==> src/rtl/cm0_dap_cdc_pkg.sv <==
// Shared types and legal parameter limits for the DAP CDC capture bank.
package cm0_dap_cdc_pkg;

   typedef enum logic {
      ST_IDLE = 1'b0,
      ST_HOLD = 1'b1
   } cdc_state_t;

   localparam int WIDTH_MIN       = 1;
   localparam int WIDTH_MAX       = 32;
   localparam int SYNC_STAGES_MIN = 2;
   localparam int SYNC_STAGES_MAX = 4;

   function automatic bit cfg_legal(input int width, input int stages);
      return (width >= WIDTH_MIN) && (width <= WIDTH_MAX) &&
             (stages >= SYNC_STAGES_MIN) && (stages <= SYNC_STAGES_MAX);
   endfunction

endpackage

==> src/rtl/cm0_dap_cdc_capt_bank_if.sv <==
// Toggle-handshake and consumer-side signals of the capture bank.
interface cm0_dap_cdc_capt_bank_if #(
   parameter int WIDTH = 8
);
   logic             reqtog;
   logic [WIDTH-1:0] regdi;
   logic             acktog;
   logic [WIDTH-1:0] regdo;
   logic             valid;
   logic             ready;
   logic             overrun;
   logic             ovrclr;

   modport master (
      output reqtog, regdi, ready, ovrclr,
      input  acktog, regdo, valid, overrun
   );

   modport slave (
      input  reqtog, regdi, ready, ovrclr,
      output acktog, regdo, valid, overrun
   );
endinterface

==> src/rtl/cm0_dap_cdc_sync.sv <==
// Multi-flop synchroniser for a single-bit asynchronous level; clears to 0 on reset.
module cm0_dap_cdc_sync
   import cm0_dap_cdc_pkg::*;
#(
   parameter int STAGES = 2
) (
   input  logic regclk,
   input  logic regreset,
   input  logic d,
   output logic q
);

   logic [STAGES-1:0] chain;

   // NOTE: sequential state is written with non-blocking assignments so every
   // flop samples the pre-edge value of its neighbour.
   always_ff @(posedge regclk) begin
      if (regreset) begin
         chain <= '0;
      end else begin
         chain <= {chain[STAGES-2:0], d};
      end
   end

   assign q = chain[STAGES-1];

endmodule

==> src/rtl/cm0_dap_cdc_capt_bank.sv <==
// Toggle-handshake CDC capture register with valid/ready consumer side.
// Optional sticky overrun detection is enabled by CM0_DAP_CDC_CAPT_OVERRUN_EN.
module cm0_dap_cdc_capt_bank
   import cm0_dap_cdc_pkg::*;
#(
   parameter int               PRESENT     = 1,
   parameter int               WIDTH       = 8,
   parameter int               SYNC_STAGES = 2,
   parameter logic [WIDTH-1:0] RESET_VAL   = {WIDTH{1'b1}}
) (
   input logic                      regclk,
   input logic                      regreset,
   cm0_dap_cdc_capt_bank_if.slave   bus
);

   if (!cfg_legal(WIDTH, SYNC_STAGES)) begin : g_cfg_check
      $error("cm0_dap_cdc_capt_bank: WIDTH or SYNC_STAGES out of range");
   end

   if (PRESENT != 0) begin : g_present

      cdc_state_t       state_q, state_d;
      logic [WIDTH-1:0] regdo_q, regdo_d;
      logic             valid_q, valid_d;
      logic             acktog_q, acktog_d;
      logic             req_seen_q, req_seen_d;
      logic             sync_out;
      logic             req_edge;
      logic             ovr_set;

      cm0_dap_cdc_sync #(
         .STAGES (SYNC_STAGES)
      ) u_sync (
         .regclk   (regclk),
         .regreset (regreset),
         .d        (bus.reqtog),
         .q        (sync_out)
      );

      // An unaccepted toggle stays visible here until IDLE consumes it.
      assign req_edge = sync_out ^ req_seen_q;

      always_ff @(posedge regclk) begin
         if (regreset) begin
            state_q    <= ST_IDLE;
            regdo_q    <= RESET_VAL;
            valid_q    <= 1'b0;
            acktog_q   <= 1'b0;
            req_seen_q <= 1'b0;
         end else begin
            state_q    <= state_d;
            regdo_q    <= regdo_d;
            valid_q    <= valid_d;
            acktog_q   <= acktog_d;
            req_seen_q <= req_seen_d;
         end
      end

      // NOTE: every output of this block is given a default first, so no
      // path leaves a signal unassigned and no latch is inferred.
      always_comb begin
         state_d    = state_q;
         regdo_d    = regdo_q;
         valid_d    = valid_q;
         acktog_d   = acktog_q;
         req_seen_d = req_seen_q;
         ovr_set    = 1'b0;

         unique case (state_q)
            ST_IDLE: begin
               if (req_edge) begin
                  regdo_d    = bus.regdi;
                  req_seen_d = sync_out;
                  valid_d    = 1'b1;
                  state_d    = ST_HOLD;
               end
            end
            ST_HOLD: begin
               if (bus.ready) begin
                  valid_d  = 1'b0;
                  acktog_d = ~acktog_q;
                  state_d  = ST_IDLE;
               end
               ovr_set = req_edge;
            end
            default: state_d = ST_IDLE;
         endcase
      end

      assign bus.regdo  = regdo_q;
      assign bus.valid  = valid_q;
      assign bus.acktog = acktog_q;

`ifdef CM0_DAP_CDC_CAPT_OVERRUN_EN
      logic overrun_q;

      always_ff @(posedge regclk) begin
         if (regreset) begin
            overrun_q <= 1'b0;
         end else if (ovr_set) begin
            overrun_q <= 1'b1;
         end else if (bus.ovrclr) begin
            overrun_q <= 1'b0;
         end
      end

      assign bus.overrun = overrun_q;
`else
      logic unused_ovr;
      assign unused_ovr  = &{1'b0, ovr_set, bus.ovrclr};
      assign bus.overrun = 1'b0;
`endif

   end else begin : g_absent

      logic unused_in;
      assign unused_in = &{1'b0, regclk, regreset, bus.reqtog, bus.regdi,
                           bus.ready, bus.ovrclr};

      assign bus.regdo   = RESET_VAL;
      assign bus.valid   = 1'b0;
      assign bus.acktog  = 1'b0;
      assign bus.overrun = 1'b0;

   end

endmodule
==> src/flat_wrapper.sv <==
// flat-port wrapper written by rule: the top's interface ports become plain ports
module cm0_dap_cdc_capt_bank_flat import cm0_dap_cdc_pkg::*;
#(
   parameter int               PRESENT     = 1,
   parameter int               WIDTH       = 8,
   parameter int               SYNC_STAGES = 2,
   parameter logic [WIDTH-1:0] RESET_VAL   = {WIDTH{1'b1}}
)
  (regclk, regreset, bus_reqtog, bus_regdi, bus_ready, bus_ovrclr, bus_acktog, bus_regdo, bus_valid, bus_overrun);
  cm0_dap_cdc_capt_bank_if #(.WIDTH(WIDTH)) bus_i ();
  input logic regclk;
  input logic regreset;
  input wire logic [$bits(bus_i.reqtog)-1:0] bus_reqtog;
  input wire logic [$bits(bus_i.regdi)-1:0] bus_regdi;
  input wire logic [$bits(bus_i.ready)-1:0] bus_ready;
  input wire logic [$bits(bus_i.ovrclr)-1:0] bus_ovrclr;
  output wire logic [$bits(bus_i.acktog)-1:0] bus_acktog;
  output wire logic [$bits(bus_i.regdo)-1:0] bus_regdo;
  output wire logic [$bits(bus_i.valid)-1:0] bus_valid;
  output wire logic [$bits(bus_i.overrun)-1:0] bus_overrun;
  assign bus_i.reqtog = bus_reqtog;
  assign bus_i.regdi = bus_regdi;
  assign bus_i.ready = bus_ready;
  assign bus_i.ovrclr = bus_ovrclr;
  assign bus_acktog = bus_i.acktog;
  assign bus_regdo = bus_i.regdo;
  assign bus_valid = bus_i.valid;
  assign bus_overrun = bus_i.overrun;
  cm0_dap_cdc_capt_bank #(.PRESENT(PRESENT), .WIDTH(WIDTH), .SYNC_STAGES(SYNC_STAGES), .RESET_VAL(RESET_VAL)) u_core (.regclk(regclk), .regreset(regreset), .bus(bus_i));
endmodule
==> config.mk <==
export PLATFORM = sky130hd
export DESIGN_NAME = cm0_dap_cdc_capt_bank_flat
export DESIGN_NICKNAME = d
export VERILOG_FILES = /design/src/rtl/cm0_dap_cdc_pkg.sv /design/src/rtl/cm0_dap_cdc_capt_bank_if.sv /design/src/rtl/cm0_dap_cdc_sync.sv /design/src/rtl/cm0_dap_cdc_capt_bank.sv /design/src/flat_wrapper.sv
export SDC_FILE = /design/constraint.sdc
export NUM_CORES = 1
export LEC_CHECK = 0
export ABC_AREA = 1
export CORE_AREA = 2 2 39 41
export CTS_CLUSTER_DIAMETER = 200
export DETAILED_ROUTE_END_ITERATION = 8
export DIE_AREA = 0 0 41 43
export PLACE_DENSITY = 0.85
export SLEW_MARGIN = 40
export SYNTH_ARGS = -nofsm -noshare
export SYNTH_HDL_FRONTEND = slang
export SYNTH_SLANG_ARGS = --single-unit
==> constraint.sdc <==
create_clock -name regclk -period 1.4 [get_ports regclk]
set_clock_uncertainty 0.05 [all_clocks]
set_input_delay 0.21 -clock regclk [delete_from_list [all_inputs] [get_ports regclk]]
set_output_delay 0.21 -clock regclk [all_outputs]
set_load 0.05 [all_outputs]
Word-level counts from Yosys, hierarchy flattened
Index checks and enable logic that the tools add are counted.

operators by class
  equality and inequality tests = 2
  bitwise logic cells = 3
  muxes and demuxes = 6
  reduce and logical (&&, ||, !) cells = 3

operators with widths
  cell                  number
  $reduce_and A2 Y1     3
  $mux W1               4
  $pmux W1 S2           2
  $ne A2 B1 Y1 const B  1
  $ne A2 B2 Y1 const B  1
  $not A1 Y1            2
  $xor A1 B1 Y1         1

storage, ports and cells
  bits in registers = 14

Depth between registers and ports, before layout
  depth after elaboration = 3
  depth in mapped cells = 6

Modules after synthesis
A second synthesis with hierarchy kept.

second synthesis, totals
  cells, all modules = 64
  area total of the unflattened synthesis = 540.5 µm²

modules (own cells, without submodules)
  module                 area an instance (µm²)  sequential area each (µm²)  instances  cells each
  cm0_dap_cdc_capt_bank  485.5                   240.2                       1          58
  cm0_dap_cdc_sync       55.1                    40.0                        1          6

Worst setup path after synthesis
OpenSTA, ideal clock, no wires.

  path kind = flip-flop to flip-flop
  start = register u_core.g_present.acktog_q (netlist: u_core.bus.acktog)
  end = register u_core.g_present.acktog_q (netlist: u_core.bus.acktog)
  path slack = 391 ps
  data arrival time = 844 ps
  clock period less this slack = 1009 ps
  cell stages (with the launch flop) = 3
  setup time = 115 ps
  buffers on the path = 0
  cells stage by stage = dfxtp_1 -> xor2_1 -> nor2_1

on the way
  longest elaborated chain between the ends = 1

ends and longest elaborated chain
  element                   line                         source
  start: declaration        cm0_dap_cdc_capt_bank.sv:25  logic acktog_q, acktog_d;
  start signal: assignment  cm0_dap_cdc_capt_bank.sv:54  acktog_q <= acktog_d;
  $not A1 Y1                cm0_dap_cdc_capt_bank.sv:81  acktog_d = ~acktog_q;

No other way between the ends.
A chain may end at the register's enable or synchronous reset.

Final worst setup path
  start = register u_core.g_present.regdo_q[5] (netlist: u_core.bus.regdo[5])
  end = output bus_regdo[5]

RTL lines
  element                   line                         source
  start: declaration        cm0_dap_cdc_capt_bank.sv:23  logic [WIDTH-1:0] regdo_q, regdo_d;
  start signal: assignment  cm0_dap_cdc_capt_bank.sv:52  regdo_q <= regdo_d;
  end: declaration          flat_wrapper.sv:18           output wire logic [$bits(bus_i.regdo)-1:0] bus_regdo;

No word-level cell between the ends.

==> results by group <==
Worst setup path
  – Worst Path Max Fanout: 2
  – Crit-path leading delay family: flip-flops
  – CP max stage cell: dfxtp_1
  – Worst setup SP type: flop
  – WS Path Type: flop to primary output
  – CP arrival: a little over 0.8 ns
  – Crit-path max cell delay: a little under 0.4 ns
  – Crit-path cells: buf_12
  – Endpoint class of the critical path: primary output
  – WP buf/inv: 1
  – Req. time, crit path: between 1 and 1.5 ns

Pwr
  – Leakage power total: 0.411 nW
  – Power Density: about 1300 mW/mm^2
  – Maximum VDD drop: 0.877 mV

Place
  – Dpl hpwl: ~830 um
  – GP Congestion: between 0.6 and 0.7
  – Port buffer count: 21

Clock network
  – CTS Hold Bufs: 0
  – Worst-Skew Late Latency: between 0.2 and 0.3 ns
  – Post-CTS Resized: 0
  – Root Driver: clkbuf_4
  – CTS H-Tree Depth: 1
  – CTS Sinks: 14
  – Post CTS Setup Buffer Count: 0
  – Inserted Clock Buffers: 3
  – Maximum clock path buffer count: 2
  – CTS clk-pin slew, worst paths: around 0.090 ns
  – CTS tree: yes

Floorplan
  – Die width: ~40 um
  – Row count: 14
  – Initial Util: 0.391
  – Die area: roughly 0.0018 mm^2
  – Core region area: between 0.001 and 0.0015 mm^2
  – Chip height: ~43 um
  – IO Pins: 24

Hold path
  – Hold Crit Class: flop to flop

Synthesis
  – Yosys top cell by area: dfxtp_1
  – Share of the synthesized area in the top cell type: 0.519
  – Gate Count Post-Synth: between 60 and 70
  – Syn. warnings: 0
  – Mean Syn Cell Area: 8.45 um^2
  – Post-synthesis sequential area ratio: 0.519
  – EDFF count, synth: 0
  – Most common cell in the netlist: dfxtp_1
  – Post-synth ARST share: 0
  – Syn_nets: slightly below 80
  – Synth top cells by count: 14 x dfxtp_1, 12 x nand2_1, 9 x nand3_1, 8 x nand4_1, 6 x inv_1
  – Area contributors post-synth: dfxtp_1 52%, nand4_1 9.3%, nand3_1 8.3%
  – Yosys cell types: 17
  – Synth Flop Type: dfxtp_1
  – Synthesized area: 541 um^2
  – Flop and latch count out of synthesis: 14

Global routing
  – Number of global-route vias before repair: between 400 and 500
  – Largest net degree at the start of global routing: 12
  – First-pass GRT wire length: between 1500 and 2000 um
  – Antenna violations before repair: 0
  – Global Route Usage Sum: 0.162
  – Overflow after GRT: 0

Timing
  – Fin Setup TNS: 0 ns
  – Max Freq: roughly 900 MHz
  – Final period utilization: 0.776
  – Number of setup violations in the final report: 0
  – Hold slack final: 0.358 ns
  – Final min period: 1.09 ns
  – Final hold violations: 0
  – Max Slew Vio Count: 0
  – Unrepaired setup endpoints after global routing: false

Final layout
  – Area delta synth->final: 65.5%
  – Layout cell share with drive strength beyond 1: 0.230
  – Utilization after layout: 0.646
  – Diodes inserted: 0
  – Final net count: approximately 100
  – Fillers: around 110

Drt
  – Final ANT Viol Nets: 0
  – 1st-iter DRT viols: 13
  – Detailed Routing Iterations Pass 1: 3
  – Via density: around 4.8
  – Via Count: roughly 490
  – WL/cell: 10.8 um
  – Final wirelength: roughly 1100 um
  – DRC viols: 0

Outcome
  – Status: finished, final reports clean

Run
  – Maxcap violations: 0
[worst paths after layout]
kind                                      endpoint                             start  slack [ns]  depth (start not counted)
setup / recovery                      bus_regdo[5]               u_core.bus.regdo[5]        0.31                          1
hold / removal    u_core.g_present.u_sync.chain[1]  u_core.g_present.u_sync.chain[0]        0.36                          2
setup reg to reg               u_core.bus.regdo[0]  u_core.g_present.u_sync.chain[1]        0.38                          5
hold reg to reg   u_core.g_present.u_sync.chain[1]  u_core.g_present.u_sync.chain[0]        0.36                          2
[final cells by class]
| type | count | area (um^2) | share of cell area |
|---|---|---|---|
| well taps | 16 | 20.0 | 0.0224 |
| multi-input cells | 40 | 218 | 0.243 |
| repair buffers | 21 | 310 | 0.347 |
| flip-flops and latches | 14 | 280 | 0.313 |
| inverters | 8 | 30.0 | 0.0336 |
| clock buffers | 4 | 36.3 | 0.0406 |
[placed cells by master (no fill, tap or decap)]
cell	Yosys	layout
conb_1	1	1
inv_1	6	6
a21oi_1	1	1
clkdlybuf4s50_1	0	11
xor2_1	1	1
nand3_4	1	1
dfxtp_1	14	14
inv_2	2	2
clkbuf_4	0	3
nand4_1	8	8
buf_12	0	10
o21ai_0	1	1
nand3_1	9	9
nand2_4	1	1
nand2_1	12	12
nor2_1	3	3
a21oi_2	1	1
nand2_2	1	1
clkbuf_8	0	1
[routing by layer]
layer | up-vias | wire length (um) | track usage | share of wire
li1 | 259 | - | - | -
met1 | 214 | 470 | 0.191 | 0.42
met2 | 19 | 545 | 0.234 | 0.49
met3 | 2 | 88 | 0.0942 | 0.079
met4 | 0 | 6 | 0.0600 | 0.0054
met5 | - | 0 | 0 | 0
[stage by stage]
step	worst slack, ns	power (mW)	cell area [um^2]	cells
after floorplan	0.391	0.662	541	64
after global placement	0.101	0.839	858	99
after detailed placement	0.0600	0.846	858	99
after CTS	0.300	1.13	895	103
after global routing	0.261	1.18	895	103
final	0.314	1.13	895	103
[state kept, by name (all words and copies together) (netlist names)]
register / count
u_core.g_present.state_q: 1
u_core.bus.acktog: 1
u_core.g_present.u_sync.chain: 2
u_core.bus.valid: 1
u_core.g_present.req_seen_q: 1
u_core.bus.regdo: 8
[kinds of logic after synthesis]
group | Yosys count | share of synthesized area
AOI/OAI and AO/OA | 3 | 0.0347
xor gates and xnor gates | 1 | 0.0162
buffers and inverters | 10 | 0.0787
DFF | 14 | 0.519
other | 1 | 0.00694
and+or+nand+nor | 35 | 0.345
[power by group]
| part | total, mW | switching [mW] | internal (mW) | leakage [nW] |
|---|---|---|---|---|
| clock network | 0.292 | 0.133 | 0.158 | 0.0210 |
| registers | 0.475 | 0.0383 | 0.437 | 0.115 |
| logic | 0.359 | 0.190 | 0.169 | 0.274 |
Power figures use the tool's default switching activity.
